$ cat src/rtl/os_array_ctrl.sv
// -----------------------------------------------------------------------------
// os_array_ctrl
//   Job sequencer for an N x N output-stationary systolic array of 16-bit MAC
//   PEs. For each start/done job it clears the PE accumulators, streams K
//   operand beats into the edge skew buffers, waits for the skewed wavefront
//   and the PE pipeline to drain, then hands the result rows out one by one
//   over a valid/ready handshake.
//
// Ports
//   CLK           clock
//   RST           asynchronous active-low reset
//   start_i       job request, sampled only while idle
//   k_len_i       accumulation depth, latched when start_i is accepted
//   out_ready_i   readout consumer accepts rd_row_o when high with rd_valid_o
//   busy_o        high in every state except idle
//   done_o        one-cycle pulse when the job completes
//   pe_clr_n_o    active-low accumulator clear to all PEs
//   feed_en_o     edge feeders present beat feed_idx_o (zero operands when low)
//   feed_idx_o    current K beat index
//   rd_row_o      result row selected onto the readout bus
//   rd_valid_o    rd_row_o data valid
// -----------------------------------------------------------------------------
module os_array_ctrl #(
  parameter int N        = 8,
  parameter int K_W      = 16,
  parameter int MULT_LAT = 2,
  parameter int ROW_W    = 3
) (
  input  logic             CLK,
  input  logic             RST,
  input  logic             start_i,
  input  logic [K_W-1:0]   k_len_i,
  input  logic             out_ready_i,
  output logic             busy_o,
  output logic             done_o,
  output logic             pe_clr_n_o,
  output logic             feed_en_o,
  output logic [K_W-1:0]   feed_idx_o,
  output logic [ROW_W-1:0] rd_row_o,
  output logic             rd_valid_o
);

  // Skew to PE[N-1][N-1], multiplier, product register, accumulate.
  localparam int DRAIN_CYC = 2 * (N - 1) + MULT_LAT + 2;
  localparam int DC_W      = $clog2(DRAIN_CYC);

  localparam logic [K_W-1:0]   K_ONE      = K_W'(1);
  localparam logic [DC_W-1:0]  DRAIN_LOAD = DC_W'(DRAIN_CYC - 1);
  localparam logic [DC_W-1:0]  DRAIN_ONE  = DC_W'(1);
  localparam logic [ROW_W-1:0] LAST_ROW   = ROW_W'(N - 1);
  localparam logic [ROW_W-1:0] ROW_ONE    = ROW_W'(1);

  typedef enum logic [2:0] {
    S_IDLE,
    S_CLEAR,
    S_FEED,
    S_DRAIN,
    S_READ,
    S_DONE
  } state_t;

  state_t           state_q, state_d;
  logic [K_W-1:0]   k_q, k_d;
  logic [K_W-1:0]   feed_idx_q, feed_idx_d;
  logic [DC_W-1:0]  drain_q, drain_d;
  logic [ROW_W-1:0] rd_row_q, rd_row_d;
  logic             busy_q, done_q, pe_clr_n_q, feed_en_q, rd_valid_q;

  always_comb begin
    state_d    = state_q;
    k_d        = k_q;
    feed_idx_d = feed_idx_q;
    drain_d    = drain_q;
    rd_row_d   = rd_row_q;
    unique case (state_q)
      S_IDLE: begin
        if (start_i) begin
          state_d = S_CLEAR;
          k_d     = k_len_i;
        end
      end
      S_CLEAR: begin
        feed_idx_d = '0;
        rd_row_d   = '0;
        // A zero-depth job has nothing to feed or drain: results are all zero.
        state_d    = (k_q != '0) ? S_FEED : S_READ;
      end
      S_FEED: begin
        // Equality against k-1 so a full-range k never wraps the index early.
        if (feed_idx_q == k_q - K_ONE) begin
          state_d    = S_DRAIN;
          feed_idx_d = '0;
          drain_d    = DRAIN_LOAD;
        end else begin
          feed_idx_d = feed_idx_q + K_ONE;
        end
      end
      S_DRAIN: begin
        if (drain_q == '0) begin
          state_d  = S_READ;
          rd_row_d = '0;
        end else begin
          drain_d = drain_q - DRAIN_ONE;
        end
      end
      S_READ: begin
        // rd_valid is high throughout this state, so out_ready alone completes
        // the handshake.
        if (out_ready_i) begin
          if (rd_row_q == LAST_ROW) begin
            state_d  = S_DONE;
            rd_row_d = '0;
          end else begin
            rd_row_d = rd_row_q + ROW_ONE;
          end
        end
      end
      S_DONE: begin
        state_d = S_IDLE;
      end
      default: begin
        state_d = S_IDLE;
      end
    endcase
  end

  // Outputs are registered copies of the next-state decode so they line up
  // with the state they describe.
  always_ff @(posedge CLK or negedge RST) begin
    if (!RST) begin
      state_q    <= S_IDLE;
      feed_idx_q <= '0;
      drain_q    <= '0;
      rd_row_q   <= '0;
      busy_q     <= 1'b0;
      done_q     <= 1'b0;
      pe_clr_n_q <= 1'b0;
      feed_en_q  <= 1'b0;
      rd_valid_q <= 1'b0;
    end else begin
      state_q    <= state_d;
      feed_idx_q <= feed_idx_d;
      drain_q    <= drain_d;
      rd_row_q   <= rd_row_d;
      busy_q     <= (state_d != S_IDLE);
      done_q     <= (state_d == S_DONE);
      pe_clr_n_q <= (state_d != S_CLEAR);
      feed_en_q  <= (state_d == S_FEED);
      rd_valid_q <= (state_d == S_READ);
    end
  end

  // Job depth is data, only meaningful once a start has been accepted.
  always_ff @(posedge CLK) begin
    k_q <= k_d;
  end

  assign busy_o     = busy_q;
  assign done_o     = done_q;
  assign pe_clr_n_o = pe_clr_n_q;
  assign feed_en_o  = feed_en_q;
  assign feed_idx_o = feed_idx_q;
  assign rd_row_o   = rd_row_q;
  assign rd_valid_o = rd_valid_q;

endmodule

$ cat config.mk
export PLATFORM = sky130hd
export DESIGN_NAME = os_array_ctrl
export DESIGN_NICKNAME = d
export VERILOG_FILES = /design/src/rtl/os_array_ctrl.sv
export SDC_FILE = /design/constraint.sdc
export NUM_CORES = 1
export LEC_CHECK = 0
export CAP_MARGIN = 30
export CORE_MARGIN = 3
export CORE_UTILIZATION = 40
export DETAILED_ROUTE_END_ITERATION = 8
export PLACE_DENSITY = 0.65
export SKIP_CTS_REPAIR_TIMING = 1
export SYNTH_ARGS = -nofsm -noshare
export SYNTH_HDL_FRONTEND = slang
export SYNTH_SLANG_ARGS = --single-unit
$ cat constraint.sdc
create_clock -name CLK -period 2.9 [get_ports CLK]
set_input_delay 0.58 -clock CLK [delete_from_list [all_inputs] [get_ports CLK]]
set_output_delay 0.58 -clock CLK [all_outputs]
set_load 0.01 [all_outputs]
==> summary.json, run 1 <==
{
  "syn2layout_area_growth": {"value": 27.7, "unit": "%"},
  "synth_top_flop_cell": {"value": "dfrtp_1"},
  "gp_congestion": {"value": 0.902},
  "min_to": {"value": "drain_q[0]"},
  "reg2reg_depth": {"value": 11},
  "num_antenna_cells": {"value": 0},
  "clock_insertion_delay_worst_skew": {"value": 300, "unit": "ps"},
  "drc_errors": {"value": 0},
  "antenna_violating_nets_left": {"value": 0},
  "leakagePower": {"value": 1.37, "unit": "nW"},
  "fin_skew": {"value": 10.4, "unit": "ps"},
  "synth_top_area_cells": {"value": "dfrtp_1 28%, edfxtp_1 17%, nand2_1 4.4%"},
  "r2r-start": {"value": "k_q[0]"},
  "initial_antenna_violation_count": {"value": 0},
  "actual_slew_at_the_worst_max_slew_pin": {"value": 757, "unit": "ps"},
  "fp.dieH": {"value": 90.0, "unit": "microns"},
  "filler_cell_count": {"value": 607},
  "htree_levels": {"value": 2},
  "i_o_buffers": {"value": 43},
  "path_clk_slew": {"value": 90, "unit": "ps"},
  "synth_edf_count": {"value": 16},
  "critical_path_end_type": {"value": "flop"},
  "power": {"value": 0.00266, "unit": "W"},
  "finalWorstPathRequiredPeriod": {"value": 2740, "unit": "ps"},
  "proportion_of_netlist_area_held_by_the_largest_area_contributor": {"value": 0.284},
  "route.vias.total": {"value": 2458},
  "routed_wirelength": {"value": 6860, "unit": "microns"},
  "synth_seq_area_share": {"value": 0.454},
  "first_global_vias": {"value": 2264},
  "period_share": {"value": 0.946},
  "tritoncts_num_sinks": {"value": 48},
  "vdd_drop_max": {"value": 0.541, "unit": "mV"},
  "starting_utilization_of_the_core_area": {"value": 0.428},
  "setup-violations-final": {"value": 0},
  "criticalPathCategory": {"value": "flop to flop"},
  "worst_max_slew_margin_expressed_relative_to_the_limit": {"value": 0.495},
  "core": {"value": 6600, "unit": "sq um"},
  "final_core_utilization": {"value": 0.546},
  "synthDistinctLibCells": {"value": 60},
  "post_drt_wl_per_cell": {"value": 15.7, "unit": "microns"},
  "cts_root_buf": {"value": "clkbuf_8"},
  "netlist.top_cell.by_area": {"value": "dfrtp_1"},
  "nets_final": {"value": 370},
  "postSynthCellCount": {"value": 292},
  "critPathLaunchType": {"value": "flop"},
  "tritoncts": {"value": "yes"},
  "drive_above_1_share": {"value": 0.110},
  "dieWidth": {"value": 90.0, "unit": "microns"},
  "synth.yosys.warnings": {"value": 0},
  "cp.arrival": {"value": 2920, "unit": "ps"},
  "critical_path_required": {"value": 3080, "unit": "ps"},
  "setup_ws": {"value": 157, "unit": "ps"},
  "drtIter0Drc": {"value": 179},
  "avgViaCountPerCell": {"value": 5.61},
  "clock_tree.buffer_depth": {"value": 2},
  "gr_usage_total": {"value": 0.165},
  "number_of_top_level_pins": {"value": 44},
  "crit-reg2reg-capture": {"value": "feed_idx_o[10]"},
  "cts_buffers": {"value": 5},
  "grt_max_degree": {"value": 33},
  "global_route.overflow_total": {"value": 0},
  "area_of_the_die": {"value": 8100, "unit": "sq um"},
  "post_synth_arst_share": {"value": 0.667},
  "dpl.hpwl": {"value": 4810, "unit": "microns"},
  "fin_area": {"value": 3610, "unit": "sq um"},
  "wire_length_of_the_first_global_routing_pass": {"value": 11200, "unit": "microns"},
  "syn_nets": {"value": 318},
  "hold_viol": {"value": 0},
  "worst-r2r-setup-slack": {"value": 160, "unit": "ps"},
  "maxSlewViolCount": {"value": 0},
  "detail_route.first_pass.iterations": {"value": 6},
  "crit_path_max_fanout": {"value": 8},
  "holdWs": {"value": 482, "unit": "ps"},
  "hold_path.class": {"value": "flop to flop"},
  "synthesis.area": {"value": 2820, "unit": "sq um"},
  "fmax": {"value": 365, "unit": "MHz"},
  "power.density_cell_area": {"value": 737, "unit": "nW/um^2"},
  "syn_avg_cell_area": {"value": 9.67, "unit": "sq um"},
  "placement_rows": {"value": 29},
  "placement.cell_area": {"value": 3400, "unit": "sq um"},
  "place_ws": {"value": 12.2, "unit": "ps"},
  "run_status": {"value": "complete, no violations"},
  "max-cap-violations": {"value": 0},
  "worstHoldPathCells": {"value": 1},
  "min-delay-start": {"value": "drain_q[0]"},
  "synth.ff_latch_count": {"value": 48}
}
final cells by class:
type                    count  area, sq um  share of cell area
clock buffers               7         97.6              0.0271
clock inverters             1         30.0             0.00832
inverters                  18         67.6              0.0187
multi-input cells         215         1490               0.412
flip-flops and latches     48         1280               0.355
well taps                  93          116              0.0323
repair buffers             56          529               0.147
synth_stat cells, drive strengths merged (4+ instances only):
cell type / instances
a21oi: 6
nor2: 18
nor3: 9
dfrtp: 32
clkbuf: 8
xnor2: 10
or3: 7
o21ai: 20
nand2: 33
ha: 6
a31oi: 12
xor2: 12
nand3: 10
nor4b: 5
nor4: 7
or2: 4
o211ai: 4
edfxtp: 16
inv: 18
worst max-delay path, stage by stage (launching register included):
cell,delay (ps)
edfxtp_1,400
inv_1,70
ha_1,230
nor4b_4,230
buf_4,200
a41oi_2,160
a2111oi_4,330
and4_4,290
o2111ai_4,190
buf_2,250
a31oi_1,170
o21ai_0,100
state kept, by name, indices dropped and copies added (netlist names):
signal / count
done_o: 1
busy_o: 1
state_q: 3
drain_q: 5
pe_clr_n_o: 1
feed_en_o: 1
rd_valid_o: 1
k_q: 16
rd_row_o: 3
feed_idx_o: 16
logic make-up after synthesis:
logic type,synth area share
buffers and inverters,0.0421
AND/OR/NAND/NOR,0.240
adder cells (fa/ha/maj),0.0266
XOR/XNOR,0.0682
multiplexers,0.0106
flip-flops,0.454
AO/OA/AOI/OAI,0.159
layer usage:
layer / track usage / share of wire / vias to the layer above
met4: 0.0408 / 0.010 / 0
met3: 0.0309 / 0.069 / 6
met5: 0 / 0 / -
li1: - / - / 1178
met2: 0.240 / 0.44 / 104
met1: 0.252 / 0.49 / 1170
where the power goes:
part	internal [W]	switching, W	total (W)
clock	0.000310	0.000226	0.000536
combinational	0.000470	0.000611	0.00108
sequential	0.000864	0.000177	0.00104
total	0.00164	0.00101	0.00266
how the worst max path moves through the flow:
stage | start | end | slack [ps]
after floorplan | feed_idx_o[0] | feed_idx_o[14] | 430
after global placement | k_q[1] | feed_idx_o[5] | 120
after detailed placement | k_q[1] | feed_idx_o[8] | 10
after CTS | k_q[1] | feed_idx_o[9] | -80
after global routing | k_q[0] | feed_idx_o[9] | -20
final | k_q[0] | feed_idx_o[10] | 160
cells in the final DEF, fill, tap and decap left out, types with 9 or more instances in the layout:
cell type | Yosys | final
o21ai_0 | 20 | 20
dfrtp_1 | 32 | 32
inv_1 | 18 | 18
a31oi_1 | 12 | 12
xnor2_1 | 10 | 10
nor3_1 | 9 | 9
xor2_1 | 12 | 12
nor2_1 | 18 | 18
nand2_1 | 33 | 33
nand3_1 | 9 | 9
buf_4 | 0 | 11
edfxtp_1 | 16 | 16
clkdlybuf4s50_1 | 0 | 43
stage by stage:
stage                     std cells  setup TNS, ps
after floorplan                 292              0
after global placement          425              0
after detailed placement        425              0
after CTS                       433           -387
after global routing            438          -19.4
final                           438              0
No activity file was read; power rests on OpenSTA's default activity.
==> inputs of run 2 (changes only) <==
Settings changed: SLEW_MARGIN from default to 20.
==> results of run 2 <==
Final layout, timing and power as in run 1 (identical DEF).
